--- config.mk ---
export PLATFORM = sky130hd
export DESIGN_NAME = pic_rw_control
export DESIGN_NICKNAME = d
export VERILOG_FILES = /design/src/rtl/pic_rw_control.sv
export SDC_FILE = /design/constraint.sdc
export NUM_CORES = 1
export LEC_CHECK = 0
export BUFFER_PORTS_ARGS = -buffer_cell sky130_fd_sc_hd__buf_2
export CAP_MARGIN = 5
export CORE_MARGIN = 5
export CORE_UTILIZATION = 40
export CTS_BUF_LIST = sky130_fd_sc_hd__clkbuf_8
export CTS_CLUSTER_DIAMETER = 150
export DETAILED_ROUTE_END_ITERATION = 12
export GPL_TIMING_DRIVEN = 0
export SLEW_MARGIN = 25
export SYNTH_ARGS = -nofsm -noshare
export SYNTH_HDL_FRONTEND = slang
export SYNTH_SLANG_ARGS = --single-unit
--- constraint.sdc ---
create_clock -name clk -period 2 [get_ports clk]
set_clock_uncertainty 0.15 [all_clocks]
set_input_delay 0.1 -clock clk [delete_from_list [all_inputs] [get_ports clk]]
set_output_delay 0.1 -clock clk [all_outputs]
set_load 0.02 [all_outputs]
--- src/rtl/pic_rw_control.sv ---
// Read/write strobe decode and ICW/OCW sequencing for an 8259A-compatible PIC.
// Bytes written by the CPU are latched while the write strobe is active and
// decoded on the edge where the write ends. The decoded configuration and
// commands are published as registered outputs.
//
// state     | meaning
// ----------+------------------------------------------------
// UNINIT    | after reset, only ICW1 is accepted
// WAIT_ICW2 | ICW1 seen, next A0=1 byte is the vector base
// WAIT_ICW3 | cascade mode, next A0=1 byte is the cascade config
// WAIT_ICW4 | ICW4 requested, next A0=1 byte is ICW4
// READY     | initialised, OCW1..OCW3 accepted
module pic_rw_control (
  input  logic       clk,
  input  logic       rst_n,
  input  logic       CS_n,
  input  logic       RD_n,
  input  logic       WR_n,
  input  logic       A0,
  input  logic [7:0] Ds_to_W_R,
  output logic       RD_flag,
  output logic       WR_flag,
  output logic       init_done,
  output logic       ltim,
  output logic       sngl,
  output logic [4:0] vector_base,
  output logic [7:0] icw3,
  output logic       aeoi,
  output logic       upm,
  output logic [7:0] imr,
  output logic       ocw2_valid,
  output logic [2:0] ocw2_cmd,
  output logic [2:0] ocw2_level,
  output logic       smm,
  output logic [1:0] rd_src
);

  typedef enum logic [2:0] {
    UNINIT    = 3'd0,
    WAIT_ICW2 = 3'd1,
    WAIT_ICW3 = 3'd2,
    WAIT_ICW4 = 3'd3,
    READY     = 3'd4
  } state_t;

  state_t     state, state_nx;
  logic       rd_act, wr_act;
  logic       commit, poll_consume;
  logic [7:0] wr_data;
  logic       wr_a0;
  logic       ic4, ic4_nx;
  logic       poll_req, poll_req_nx;
  logic       rr_sel, rr_sel_nx;
  logic       init_done_nx, ltim_nx, sngl_nx, aeoi_nx, upm_nx, smm_nx;
  logic       ocw2_valid_nx;
  logic [4:0] vector_base_nx;
  logic [7:0] icw3_nx, imr_nx;
  logic [2:0] ocw2_cmd_nx, ocw2_level_nx;

  // Both strobes low together is treated as no access at all.
  assign rd_act = ~CS_n & ~RD_n & WR_n;
  assign wr_act = ~CS_n & ~WR_n & RD_n;

  // The registered flags double as "previous edge" history for end-of-cycle detection.
  assign commit       = WR_flag & ~wr_act;
  assign poll_consume = RD_flag & ~rd_act;

  // Read source: a pending poll overrides everything, then the IMR address.
  assign rd_src = poll_req ? 2'd3 : (A0 ? 2'd2 : {1'b0, rr_sel});

  // Strobe flags and write capture.
  always_ff @(posedge clk or negedge rst_n) begin
    if (!rst_n) begin
      RD_flag <= 1'b0;
      WR_flag <= 1'b0;
      wr_data <= 8'h00;
      wr_a0   <= 1'b0;
    end else begin
      RD_flag <= rd_act;
      WR_flag <= wr_act;
      if (wr_act) begin
        wr_data <= Ds_to_W_R;
        wr_a0   <= A0;
      end
    end
  end

  // State and configuration registers.
  always_ff @(posedge clk or negedge rst_n) begin
    if (!rst_n) begin
      state       <= UNINIT;
      ic4         <= 1'b0;
      poll_req    <= 1'b0;
      rr_sel      <= 1'b0;
      init_done   <= 1'b0;
      ltim        <= 1'b0;
      sngl        <= 1'b0;
      vector_base <= 5'd0;
      icw3        <= 8'h00;
      aeoi        <= 1'b0;
      upm         <= 1'b0;
      imr         <= 8'h00;
      ocw2_valid  <= 1'b0;
      ocw2_cmd    <= 3'd0;
      ocw2_level  <= 3'd0;
      smm         <= 1'b0;
    end else begin
      state       <= state_nx;
      ic4         <= ic4_nx;
      poll_req    <= poll_req_nx;
      rr_sel      <= rr_sel_nx;
      init_done   <= init_done_nx;
      ltim        <= ltim_nx;
      sngl        <= sngl_nx;
      vector_base <= vector_base_nx;
      icw3        <= icw3_nx;
      aeoi        <= aeoi_nx;
      upm         <= upm_nx;
      imr         <= imr_nx;
      ocw2_valid  <= ocw2_valid_nx;
      ocw2_cmd    <= ocw2_cmd_nx;
      ocw2_level  <= ocw2_level_nx;
      smm         <= smm_nx;
    end
  end

  // Next-state decode of the committed byte; ICW1 is checked first so it wins everywhere.
  always_comb begin
    state_nx       = state;
    ic4_nx         = ic4;
    poll_req_nx    = poll_consume ? 1'b0 : poll_req;
    rr_sel_nx      = rr_sel;
    init_done_nx   = init_done;
    ltim_nx        = ltim;
    sngl_nx        = sngl;
    vector_base_nx = vector_base;
    icw3_nx        = icw3;
    aeoi_nx        = aeoi;
    upm_nx         = upm;
    imr_nx         = imr;
    ocw2_valid_nx  = 1'b0;
    ocw2_cmd_nx    = ocw2_cmd;
    ocw2_level_nx  = ocw2_level;
    smm_nx         = smm;

    if (commit) begin
      if (!wr_a0 && wr_data[4]) begin
        ltim_nx      = wr_data[3];
        sngl_nx      = wr_data[1];
        ic4_nx       = wr_data[0];
        imr_nx       = 8'h00;
        smm_nx       = 1'b0;
        aeoi_nx      = 1'b0;
        upm_nx       = 1'b0;
        poll_req_nx  = 1'b0;
        rr_sel_nx    = 1'b0;
        init_done_nx = 1'b0;
        state_nx     = WAIT_ICW2;
      end else begin
        case (state)
          WAIT_ICW2: begin
            if (wr_a0) begin
              vector_base_nx = wr_data[7:3];
              if (!sngl) begin
                state_nx = WAIT_ICW3;
              end else if (ic4) begin
                state_nx = WAIT_ICW4;
              end else begin
                state_nx     = READY;
                init_done_nx = 1'b1;
              end
            end
          end
          WAIT_ICW3: begin
            if (wr_a0) begin
              icw3_nx = wr_data;
              if (ic4) begin
                state_nx = WAIT_ICW4;
              end else begin
                state_nx     = READY;
                init_done_nx = 1'b1;
              end
            end
          end
          WAIT_ICW4: begin
            if (wr_a0) begin
              aeoi_nx      = wr_data[1];
              upm_nx       = wr_data[0];
              state_nx     = READY;
              init_done_nx = 1'b1;
            end
          end
          READY: begin
            if (wr_a0) begin
              imr_nx = wr_data;
            end else if (!wr_data[3]) begin
              ocw2_cmd_nx   = wr_data[7:5];
              ocw2_level_nx = wr_data[2:0];
              ocw2_valid_nx = 1'b1;
            end else begin
              if (wr_data[6]) smm_nx = wr_data[5];
              if (wr_data[1]) rr_sel_nx = wr_data[0];
              if (wr_data[2]) poll_req_nx = 1'b1;
            end
          end
          default: ;
        endcase
      end
    end
  end

endmodule
; Word-level counts from Yosys, hierarchy flattened
; Index checks and enable logic that the tools add are counted.
[word_totals]
reg_bits = 51
in_bits = 14
wordCells = 109
[classes]
eq_ne = 9
n_mux = 47
bitwise = 14
n_reduce_logical = 19
[op_table]
columns = operator, count
row1 = $mux 1, 34
row2 = $mux 8, 3
row3 = $reduce_and 5->1, 4
row4 = $mux 3, 6
row5 = $ne 3x3->1 const B, 4
row6 = $reduce_bool 2->1, 6
row7 = $pmux 3 s3, 1
row8 = $not 1->1, 8
row9 = $reduce_and 4->1, 2
row10 = $and 1x1->1, 6
row11 = $eq 3x2->1 const B, 2
row12 = $reduce_and 3->1, 2
row13 = $reduce_and 6->1, 1
row14 = $mux 2, 2
row15 = $reduce_bool 4->1, 1
row16 = $eq 3x1->1 const B, 1
row17 = $eq 3x3->1 const B, 1
row18 = $pmux 1 s3, 1
row19 = $ne 2x1->1 const B, 1
row20 = $reduce_and 2->1, 1
row21 = $logic_and 1x1->1, 1
row22 = $logic_not 1->1, 1

; Longest topological paths before layout
; Gate-level depths: netlist of the first run.
[logic_depth]
depth_word = 12
depth_mapped = 6

; Least setup slack after synthesis of the first run
; OpenSTA, ideal clock, no wires.
[synth_timing]
kind = reg2reg
from = register WR_flag
to = register icw3[0]
t_arrival_ns = 1.523
required_ns = 1.725
path_slack_ns = 0.202
stages_incl_launch_ff = 5
n_path_buf = 0
period_less_slack_ns = 1.798
path_cell_list = dfrtp_1 nand2_1 nor2_1 nor4b_4 mux2_2
[synth_between]
elab_chain_len = 2
[synth_lines]
columns = item, line
row1 = start: declaration, 22  ; output logic WR_flag,
row2 = start signal: assignment, 80  ; WR_flag <= wr_act;
row3 = $and 1x1->1, 65  ; assign commit = WR_flag & ~wr_act;
row4 = $reduce_and 4->1 (no line), n/a
row5 = end signal: assignment, 116  ; icw3 <= icw3_nx;
row6 = end: declaration, 27  ; output logic [7:0] icw3,
; Every way passes these cells.
; A chain may end at the register's enable or synchronous reset.

; Worst setup path in the final report of the first run
[layout_timing]
from = register state[1]
to = register imr[7]
[layout_between]
elab_chain_len = 3
[layout_lines]
columns = item, line
row1 = start: declaration, 46  ; state_t state, state_nx;
row2 = start signal: assignment, 108  ; state <= state_nx;
row3 = $eq 3x3->1, 160  ; case (state)
row4 = $reduce_bool 2->1 (no line), n/a
row5 = $reduce_and 3->1 (no line), n/a
row6 = end signal: assignment, 119  ; imr <= imr_nx;
row7 = end: declaration, 30  ; output logic [7:0] imr,
; Every way passes these cells.

==> impl_metrics.json, run 1 <==
{
  "h-tree-depth": 2,
  "crit_type": "reg -> reg",
  "final_area_sq_um": 2810,
  "hold_start": "WR_n",
  "cts.path.max_buffers": 2,
  "synth_area_sq_um": 2210,
  "grt_pass1_vias": 1767,
  "drc": 0,
  "cp.depth": 6,
  "die-area_sq_um": 7130,
  "multi_input_area_sq_um": 865,
  "cts_tree": "built",
  "core_area_sq_um": 5440,
  "hpwl_microns": 3510,
  "fin_nets": 280,
  "p_leak_nw": 1.43,
  "crit_buf_inv": 2,
  "reg2regPathDepth": 6,
  "dieWidth_microns": 84.4,
  "slew_headroom_pct": 56.5,
  "dr.pass1.iters": 4,
  "post-place-cells": 316,
  "ir_drop_mv": 0.577,
  "hold_path.class": "in -> reg",
  "viasPerCell": 4.88,
  "finalNonFillerCells": 339,
  "ios": 52,
  "r2r_slack_ns": 0.13,
  "vias": 1656,
  "path_delay_family": "simple AND/OR/NAND/NOR gates",
  "ys_seq_area_share_pct": 57.6,
  "grt_pass1_wl_microns": 8960,
  "slew_violations": 0,
  "whs_ns": 0.124,
  "final_common_cell": "buf_2",
  "rows": 27,
  "detail-route-antenna-nets": 0,
  "n_fill_cell": 491,
  "rsz0062_at_grt": "no",
  "n_antenna_cell": 0,
  "gp_congestion": 0.841,
  "slowest_stage": "dfrtp_1",
  "hold_depth": 5,
  "cp_slowest_stage_delay_ns": 0.48,
  "drt_iter0_drc": 75,
  "start_util_pct": 40.7,
  "worst_ep_required_time_ns": 2.08,
  "cp_data_arrival_time_ns": 1.95,
  "track_usage_pct": 15.7,
  "syn_avg_cell_area_sq_um": 11.5,
  "tns_ns": 0,
  "finalCritPeriodShare_pct": 93.6,
  "path_max_fanout": 10,
  "seq_area_sq_um": 1280,
  "cap_violations": 0,
  "crit_chain": "or3b_4 -> buf_6 -> nor3b_4 -> buf_4 -> a22oi_1 -> o21ai_1",
  "grt_start_max_net_pins": 52,
  "finalCriticalPeriod_ns": 1.87,
  "startpoint_type": "flip-flop",
  "grt_overflow": 0,
  "hold_violations": 0,
  "setup_viol": 0,
  "avgRoutedWirePerCell_microns": 15.1,
  "drive_gt1_share_pct": 37.1,
  "timing.rr.start": "state[1]",
  "synth_seq_cells": 51,
  "port_buffers": 51,
  "place_area_sq_um": 2560,
  "insertion_delay_ns": 0.31,
  "final_cell_mix": "buf_2, dfrtp_1, nand2_1",
  "outcome": "finished, final reports clean",
  "ys.warnings.count": 0,
  "syn2layout_area_growth_pct": 26.9,
  "drt-total-wl_microns": 5110,
  "numCtsBuffers": 5,
  "worstMarginPinSlew_ns": 0.652,
  "synthCells": 193,
  "ys_types": 40,
  "clkSlewWorstSetupHoldPaths_ns": 0.09,
  "cts_sinks": 51,
  "antenna_found_initial": 0,
  "fp.dieH_microns": 84.4,
  "p_per_area_nw_per_um2": 1170,
  "cp-end-kind": "flip-flop",
  "r2r_end": "imr[7]",
  "fmax_mhz": 534,
  "syn_nets": 207,
  "cts-root-buf": "clkbuf_8",
  "hold_end": "wr_a0"
}
-- synthesized netlist by cell type (all sizes together) --
master,instances,area (sq um)
a2bb2oi,1,8.76
o211a,1,10.0
inv,8,30.0
o21bai,1,7.51
buf,5,36.3
mux2,22,248
o21ai,11,55.1
nand3,7,40.0
nor3,1,10.0
and2,1,6.26
and3b,1,8.76
mux2i,2,20.0
a21oi,2,10.0
a31oi,1,6.26
nor3b,2,26.3
nor2,7,26.3
nand4,2,12.5
o21a,2,15.0
o32ai,1,8.76
a22oi,8,60.1
nand2,41,154
clkbuf,2,7.51
nor4,4,40.0
or3,1,6.26
nor4b,1,23.8
nand3b,1,7.51
dfrtp,51,1280
or3b,2,20.0
nand2b,1,6.26
a22o,1,8.76
or2,1,6.26
o211ai,1,12.5
-- tightest hold or removal path, delay by kind of cell --
kind,cells,cell delay [ns]
AOI/OAI and AO/OA,1,0.07
buffers and inverters,2,0.16
and+or+nand+nor,2,0.20
-- worst max-delay path by stage --
stage,start,endpoint
floorplan,WR_flag,icw3[0]
global placement,wr_a0,icw3[1]
detailed placement,wr_a0,icw3[1]
CTS,wr_a0,state[0]
global route,state[1],ocw2_cmd[0]
finish,state[1],imr[7]
-- flip-flops by register name (all words and copies together), names as in the netlist, 3 cells and up --
signal       count
imr              8
icw3             8
wr_data          8
vector_base      5
ocw2_level       3
ocw2_cmd         3
state            3
-- power by group --
| group | internal [mW] | leakage [nW] | switching, mW | total [mW] |
|---|---|---|---|---|
| Clock | 0.254 | 0.0489 | 0.362 | 0.615 |
| Combinational | 0.483 | 0.750 | 0.665 | 1.15 |
| Sequential | 1.29 | 0.630 | 0.222 | 1.52 |
-- kinds of logic (layout without fill, tap and decap cells) --
group	Yosys count	after routing	synth area share (%)
AOI/OAI and AO/OA	30	30	9.15
buffers and inverters	15	89	3.33
muxes	24	24	12.1
DFF	51	51	57.6
and+or+nand+nor	73	73	17.8
-- timing repair --
action,CTS,global route
pin swaps,0,1
hold buffers,12,0
endpoints found under the setup margin,8,2
resized for setup,0,2
buffers inserted,1,2
endpoints found under the hold margin,61,0
-- stage by stage --
stage | setup WS, ns | total power [mW] | utilization [%]
global route | 0.0325 | 3.51 | 51.7
detailed placement | -0.0417 | 2.67 | 47.1
CTS | 0.0782 | 3.31 | 51.4
global placement | -0.0367 | 2.65 | 47.1
finish | 0.128 | 3.28 | 51.7
floorplan | 0.202 | 2.29 | -
-- area by class of cell --
class / instances / area share (%)
well taps: 72 / 3.21
clock buffers: 5 / 2.45
plain buffers: 7 / 1.60
inverters: 8 / 1.07
multi-input cells: 127 / 30.8
clock inverters: 3 / 0.801
repair buffers: 66 / 14.7
flip-flops and latches: 51 / 45.4
-- per-layer routing --
| layer | track usage (%) | wire (microns) | vias to the layer above |
|---|---|---|---|
| li1 | - | - | 821 |
| met4 | 3.88 | 59 | 0 |
| met1 | 22.4 | 2440 | 785 |
| met2 | 23.7 | 2330 | 45 |
| met5 | 0 | 0 | - |
| met3 | 4.51 | 282 | 5 |
(Power assumes the default switching activity.)
==> run 2, diff against run 1 <==
GPL_TIMING_DRIVEN = 1   (was 0)
MAX_ROUTING_LAYER = met4   (was not set)
==> run 2 against run 1 <==
Wire length fell by 2.4%. Global-route usage is 0.10 points higher. Design area increased by 1.5%. Setup slack better by 0.071 ns. Largest cell class unchanged. Register-to-register slack gained 0.07 ns. Cell count unchanged. Critical path type unchanged. Non-clock buffer count unchanged.
==> impl_metrics.json, run 2 (same netlist as run 1, synthesis figures left out) <==
{
  "reg_top3": "icw3 x8, imr x8, wr_data x8",
  "r2r_slack_ns": 0.20,
  "fin_nets": 280,
  "n_antenna_cell": 0,
  "drt-total-wl_microns": 4990,
  "numCtsBuffers": 5,
  "hold_start": "RD_n",
  "hold_violations": 0,
  "cts_resized": 0,
  "start_util_pct": 40.7,
  "core_area_sq_um": 5440,
  "drc": 0,
  "crit_start": "state[1]",
  "place_area_sq_um": 2620,
  "setup_ws_ns": 0.199,
  "cp.depth": 4,
  "gp_congestion": 0.800,
  "avgRoutedWirePerCell_microns": 14.7,
  "finalCritPeriodShare_pct": 90.0,
  "reg2regPathDepth": 4,
  "internal_power_mw": 2.17,
  "ir_drop_mv": 0.741,
  "rsz0062_at_grt": "no",
  "cp-end-kind": "flip-flop",
  "final_cell_mix": "dfrtp_1, buf_2, nand2_1",
  "p_per_area_nw_per_um2": 1200,
  "n_fill_cell": 513,
  "worst_ep_required_time_ns": 2.04,
  "cap_violations": 0,
  "ios": 52,
  "die-area_sq_um": 7130,
  "finalCriticalPeriod_ns": 1.80,
  "crit_type": "reg -> reg",
  "hpwl_microns": 3610,
  "fmax_mhz": 555,
  "h-tree-depth": 2,
  "drt_iter0_drc": 92,
  "drive_gt1_share_pct": 37.8,
  "cts.path.max_buffers": 2,
  "final_core_util_pct": 52.4,
  "vias": 1713,
  "dr.pass1.iters": 4,
  "r2r_end": "ocw2_level[1]",
  "rows": 27,
  "crit_buf_inv": 0,
  "path_max_fanout": 11,
  "whs_ns": 0.150,
  "pre_cts_slack_ns": 0.131,
  "worstMarginPinSlew_ns": 0.541,
  "clkSlewWorstSetupHoldPaths_ns": 0.10,
  "dieWidth_microns": 84.4,
  "combPwrFrac_pct": 34.7,
  "seq_power_share_pct": 44.0,
  "use_met2_pct": 23.4,
  "grt_start_max_net_pins": 29,
  "power_mw": 3.41,
  "slowest_stage": "or3b_4",
  "timing.rr.start": "state[1]",
  "insertion_delay_ns": 0.30,
  "swShare_pct": 36.5,
  "hold_path.class": "in -> reg",
  "power_frac_clock_pct": 21.3,
  "path_delay_family": "simple AND/OR/NAND/NOR gates",
  "p_leak_nw": 1.45,
  "viasPerCell": 5.05,
  "switchingPower_mw": 1.24,
  "top_usage_layer": "met2",
  "fp.dieH_microns": 84.4,
  "setup_viol": 0,
  "grt_pass1_vias": 1753,
  "startpoint_type": "flip-flop",
  "track_usage_pct": 15.8,
  "global_route.usage.met1_pct": 21.6,
  "crit_chain": "or3b_4 -> nor3_2 -> nand3_2 -> mux2_2",
  "cts-root-buf": "clkbuf_8",
  "cp_data_arrival_time_ns": 1.84,
  "slew_headroom_pct": 63.9,
  "grt_pass1_wl_microns": 8710,
  "tns_ns": 0,
  "syn2layout_area_growth_pct": 28.8,
  "detail-route-antenna-nets": 0,
  "cp-endpoint": "ocw2_level[1]",
  "cp_slowest_stage_delay_ns": 0.48,
  "outcome": "finished, final reports clean",
  "grt_overflow": 0,
  "slew_violations": 0,
  "post-place-cells": 319,
  "met3_usage_pct": 3.43,
  "cts_sinks": 51,
  "port_buffers": 51,
  "final_area_sq_um": 2850,
  "cts_tree": "built",
  "antenna_found_initial": 0,
  "finalNonFillerCells": 339
}
## run 2: cell types whose count changed in the layout (fill, tap and decap cells not counted)
cell | previous run | this run
bufinv_16 | 0 | 1
buf_12 | 1 | 2
inv_6 | 2 | 1
clkinvlp_4 | 0 | 1
buf_1 | 1 | 0
buf_2 | 52 | 51
clkinv_2 | 1 | 0
clkbuf_1 | 1 | 0
clkbuf_2 | 1 | 0
buf_6 | 2 | 0
buf_4 | 3 | 8
## run 2: tightest hold or removal path: stages
cell and delay [ns]:
buf_2 0.09, nor3b_1 0.05, o21a_1 0.16, o21a_1 0.17
## run 2: layout make-up
| cell class | instances | area [sq um] | area share, % |
|---|---|---|---|
| Clock buffer | 5 | 68.8 | 2.41 |
| Timing Repair Buffer | 73 | 475 | 16.7 |
| Sequential cell | 51 | 1280 | 44.8 |
| Clock inverter | 3 | 46.3 | 1.62 |
| Multi-Input combinational cell | 127 | 865 | 30.3 |
| Tap cell | 72 | 90.1 | 3.16 |
| Inverter | 8 | 30.0 | 1.05 |
## run 2: layer usage
metal  up-vias  part of all wire [%]  wire length [microns]
met3         8                   5.9                    293
met1       826                    47                   2340
met4         0                   1.6                     82
met5         -                     0                      0
li1        823                     -                      -
met2        56                    46                   2270
## run 2: worst min-delay path by stage
stage                     cells past startpoint  slack, ns       end
after floorplan                               0      -0.35   RD_flag
after global routing                          4       0.19  poll_req
after CTS                                     4       0.14  poll_req
after detailed placement                      1      -0.03      aeoi
after global placement                        1      -0.02      aeoi
final                                         4       0.15  poll_req
## run 2: repair_timing
action                                 CTS  global route
hold buffers                            12             0
buffers inserted                         0             0
endpoints found under the hold margin   33             0
## run 2: power by group through the flow
stage / clock [mW] / sequential (mW) / combinational, mW
2_1_floorplan: 0 / 1.73 / 0.555
4_1_cts: 0.747 / 1.50 / 1.20
3_5_place_dp: 0 / 1.52 / 1.17
3_3_place_gp: 0 / 1.52 / 1.16
5_1_grt: 0.792 / 1.55 / 1.30
6_report: 0.727 / 1.50 / 1.18
==> run 3, diff against run 2 <==
==> constraint.sdc (replaced) <==
create_clock -name clk -period 2 [get_ports clk]
set_clock_uncertainty 0.15 [all_clocks]
set_input_delay 0 -clock clk [delete_from_list [all_inputs] [get_ports clk]]
set_output_delay 0 -clock clk [all_outputs]
set_load 0.02 [all_outputs]
==> run 3 against run 2 <==
Die area is the same. Wire length rose by 4.0%. Cell count did not move. Clock power fell by 21%. Sequential power about the same.
==> impl_metrics.json, run 3 (same netlist as run 1, synthesis figures left out) <==
{
  "cp-end-kind": "flip-flop",
  "h-tree-depth": 2,
  "numCtsBuffers": 5,
  "crit_type": "reg -> reg",
  "vias": 1694,
  "postCtsSetupRepairBufs": 0,
  "setup_viol": 0,
  "gp_congestion": 0.888,
  "cts_resized": 0,
  "finalCritPeriodShare_pct": 92.4,
  "detail-route-antenna-nets": 0,
  "n_antenna_cell": 0,
  "antenna_found_initial": 0,
  "ios": 52,
  "viasPerCell": 5.00,
  "finalCriticalPeriod_ns": 1.85,
  "syn2layout_area_growth_pct": 26.8,
  "cts.path.max_buffers": 2,
  "fmax_mhz": 541,
  "start_util_pct": 40.7,
  "drc": 0,
  "tns_ns": 0,
  "grt_pass1_wl_microns": 8850,
  "startpoint_type": "flip-flop",
  "cts_sinks": 51,
  "track_usage_pct": 16.1,
  "drive_gt1_share_pct": 37.5,
  "path_max_fanout": 10,
  "hpwl_microns": 3610,
  "dr.pass1.iters": 4,
  "port_buffers": 51,
  "final_cell_mix": "dfrtp_1, buf_2, nand2_1",
  "insertion_delay_ns": 0.30,
  "r2r_slack_ns": 0.15,
  "reg_top3": "icw3 x8, imr x8, wr_data x8",
  "rsz0062_at_grt": "no",
  "final_area_sq_um": 2810,
  "place_area_sq_um": 2600,
  "worst_ep_required_time_ns": 2.05,
  "ir_drop_mv": 0.678,
  "core_area_sq_um": 5440,
  "grt_overflow": 0,
  "hold_path.class": "in -> reg",
  "die-area_sq_um": 7130,
  "cts_tree": "built",
  "outcome": "finished, final reports clean",
  "p_per_area_nw_per_um2": 1160,
  "fin_nets": 280,
  "drt_iter0_drc": 152,
  "worstMarginPinSlew_ns": 0.575,
  "fp.dieH_microns": 84.4,
  "clkSlewWorstSetupHoldPaths_ns": 0.09,
  "avgRoutedWirePerCell_microns": 15.3,
  "slew_headroom_pct": 61.7,
  "grt_start_max_net_pins": 29,
  "cp_data_arrival_time_ns": 1.89,
  "hold_violations": 0,
  "rows": 27,
  "cts-root-buf": "clkbuf_8",
  "cap_violations": 0,
  "drt-total-wl_microns": 5190,
  "p_leak_nw": 1.43,
  "slew_violations": 0,
  "grt_pass1_vias": 1671,
  "dieWidth_microns": 84.4
}
[run 3: path summary, 6_finish.rpt]
| path | cells after the start | endpoint | from |
|---|---|---|---|
| hold / removal | 4 | poll_req | RD_n |
| setup reg to reg | 5 | icw3[0] | wr_a0 |
| min in group asynchronous | 2 | upm | rst_n |
| max in group asynchronous | 3 | icw3[2] | rst_n |
| setup / recovery | 5 | icw3[0] | wr_a0 |
| hold reg to reg | 1 | ocw2_cmd[2] | ocw2_cmd[2] |
[run 3: layer usage]
metal | track usage, % | vias up | part of all wire, %
li1 | - | 821 | -
met1 | 22.9 | 813 | 48
met2 | 22.7 | 55 | 45
met3 | 3.63 | 5 | 5.7
met4 | 5.18 | 0 | 1.2
met5 | - | - | 0
[run 3: final cells by class]
| type | instances | area, sq um |
|---|---|---|
| timing repair buffer | 73 | 463 |
| inverter | 8 | 30.0 |
| sequential | 51 | 1280 |
| multi-input combinational | 127 | 865 |
| fill | 503 | 2630 |
| clock buffer | 5 | 68.8 |
| clock inverter | 3 | 16.3 |
| tap | 72 | 90.1 |
[run 3: metrics by stage]
| step | setup slack (ns) | hold WS, ns | total power [mW] | utilization [%] | cells |
|---|---|---|---|---|---|
| after global routing | 0.0533 | 0.0852 | 3.49 | 51.6 | 339 |
| after CTS | 0.156 | 0.0426 | 3.30 | 51.6 | 339 |
| final | 0.152 | 0.0595 | 3.27 | 51.6 | 339 |
| after detailed placement | 0.163 | -0.117 | 2.70 | 47.9 | 319 |
| after global placement | 0.144 | -0.114 | 2.69 | 47.9 | 319 |
| after floorplan | 0.202 | -0.446 | 2.29 | - | 193 |
[run 3: worst max-delay path: stages (launching register included)]
cell	delay [ns]
dfrtp_1	0.55
nand2_1	0.17
nor2_1	0.12
nor4b_4	0.19
buf_4	0.22
mux2_2	0.35
[run 3: where the power goes]
part | internal (mW) | total, mW | switching [mW] | leakage [nW]
Combinational | 0.500 | 1.18 | 0.684 | 0.758
Sequential | 1.29 | 1.51 | 0.215 | 0.630
Clock | 0.240 | 0.575 | 0.335 | 0.0453
Total | 2.03 | 3.27 | 1.23 | 1.43
[run 3: what timing repair did]
action,4_1_cts,5_1_grt
hold buffers,12,0
endpoints found under the hold margin,61,0
endpoints found under the setup margin,0,0
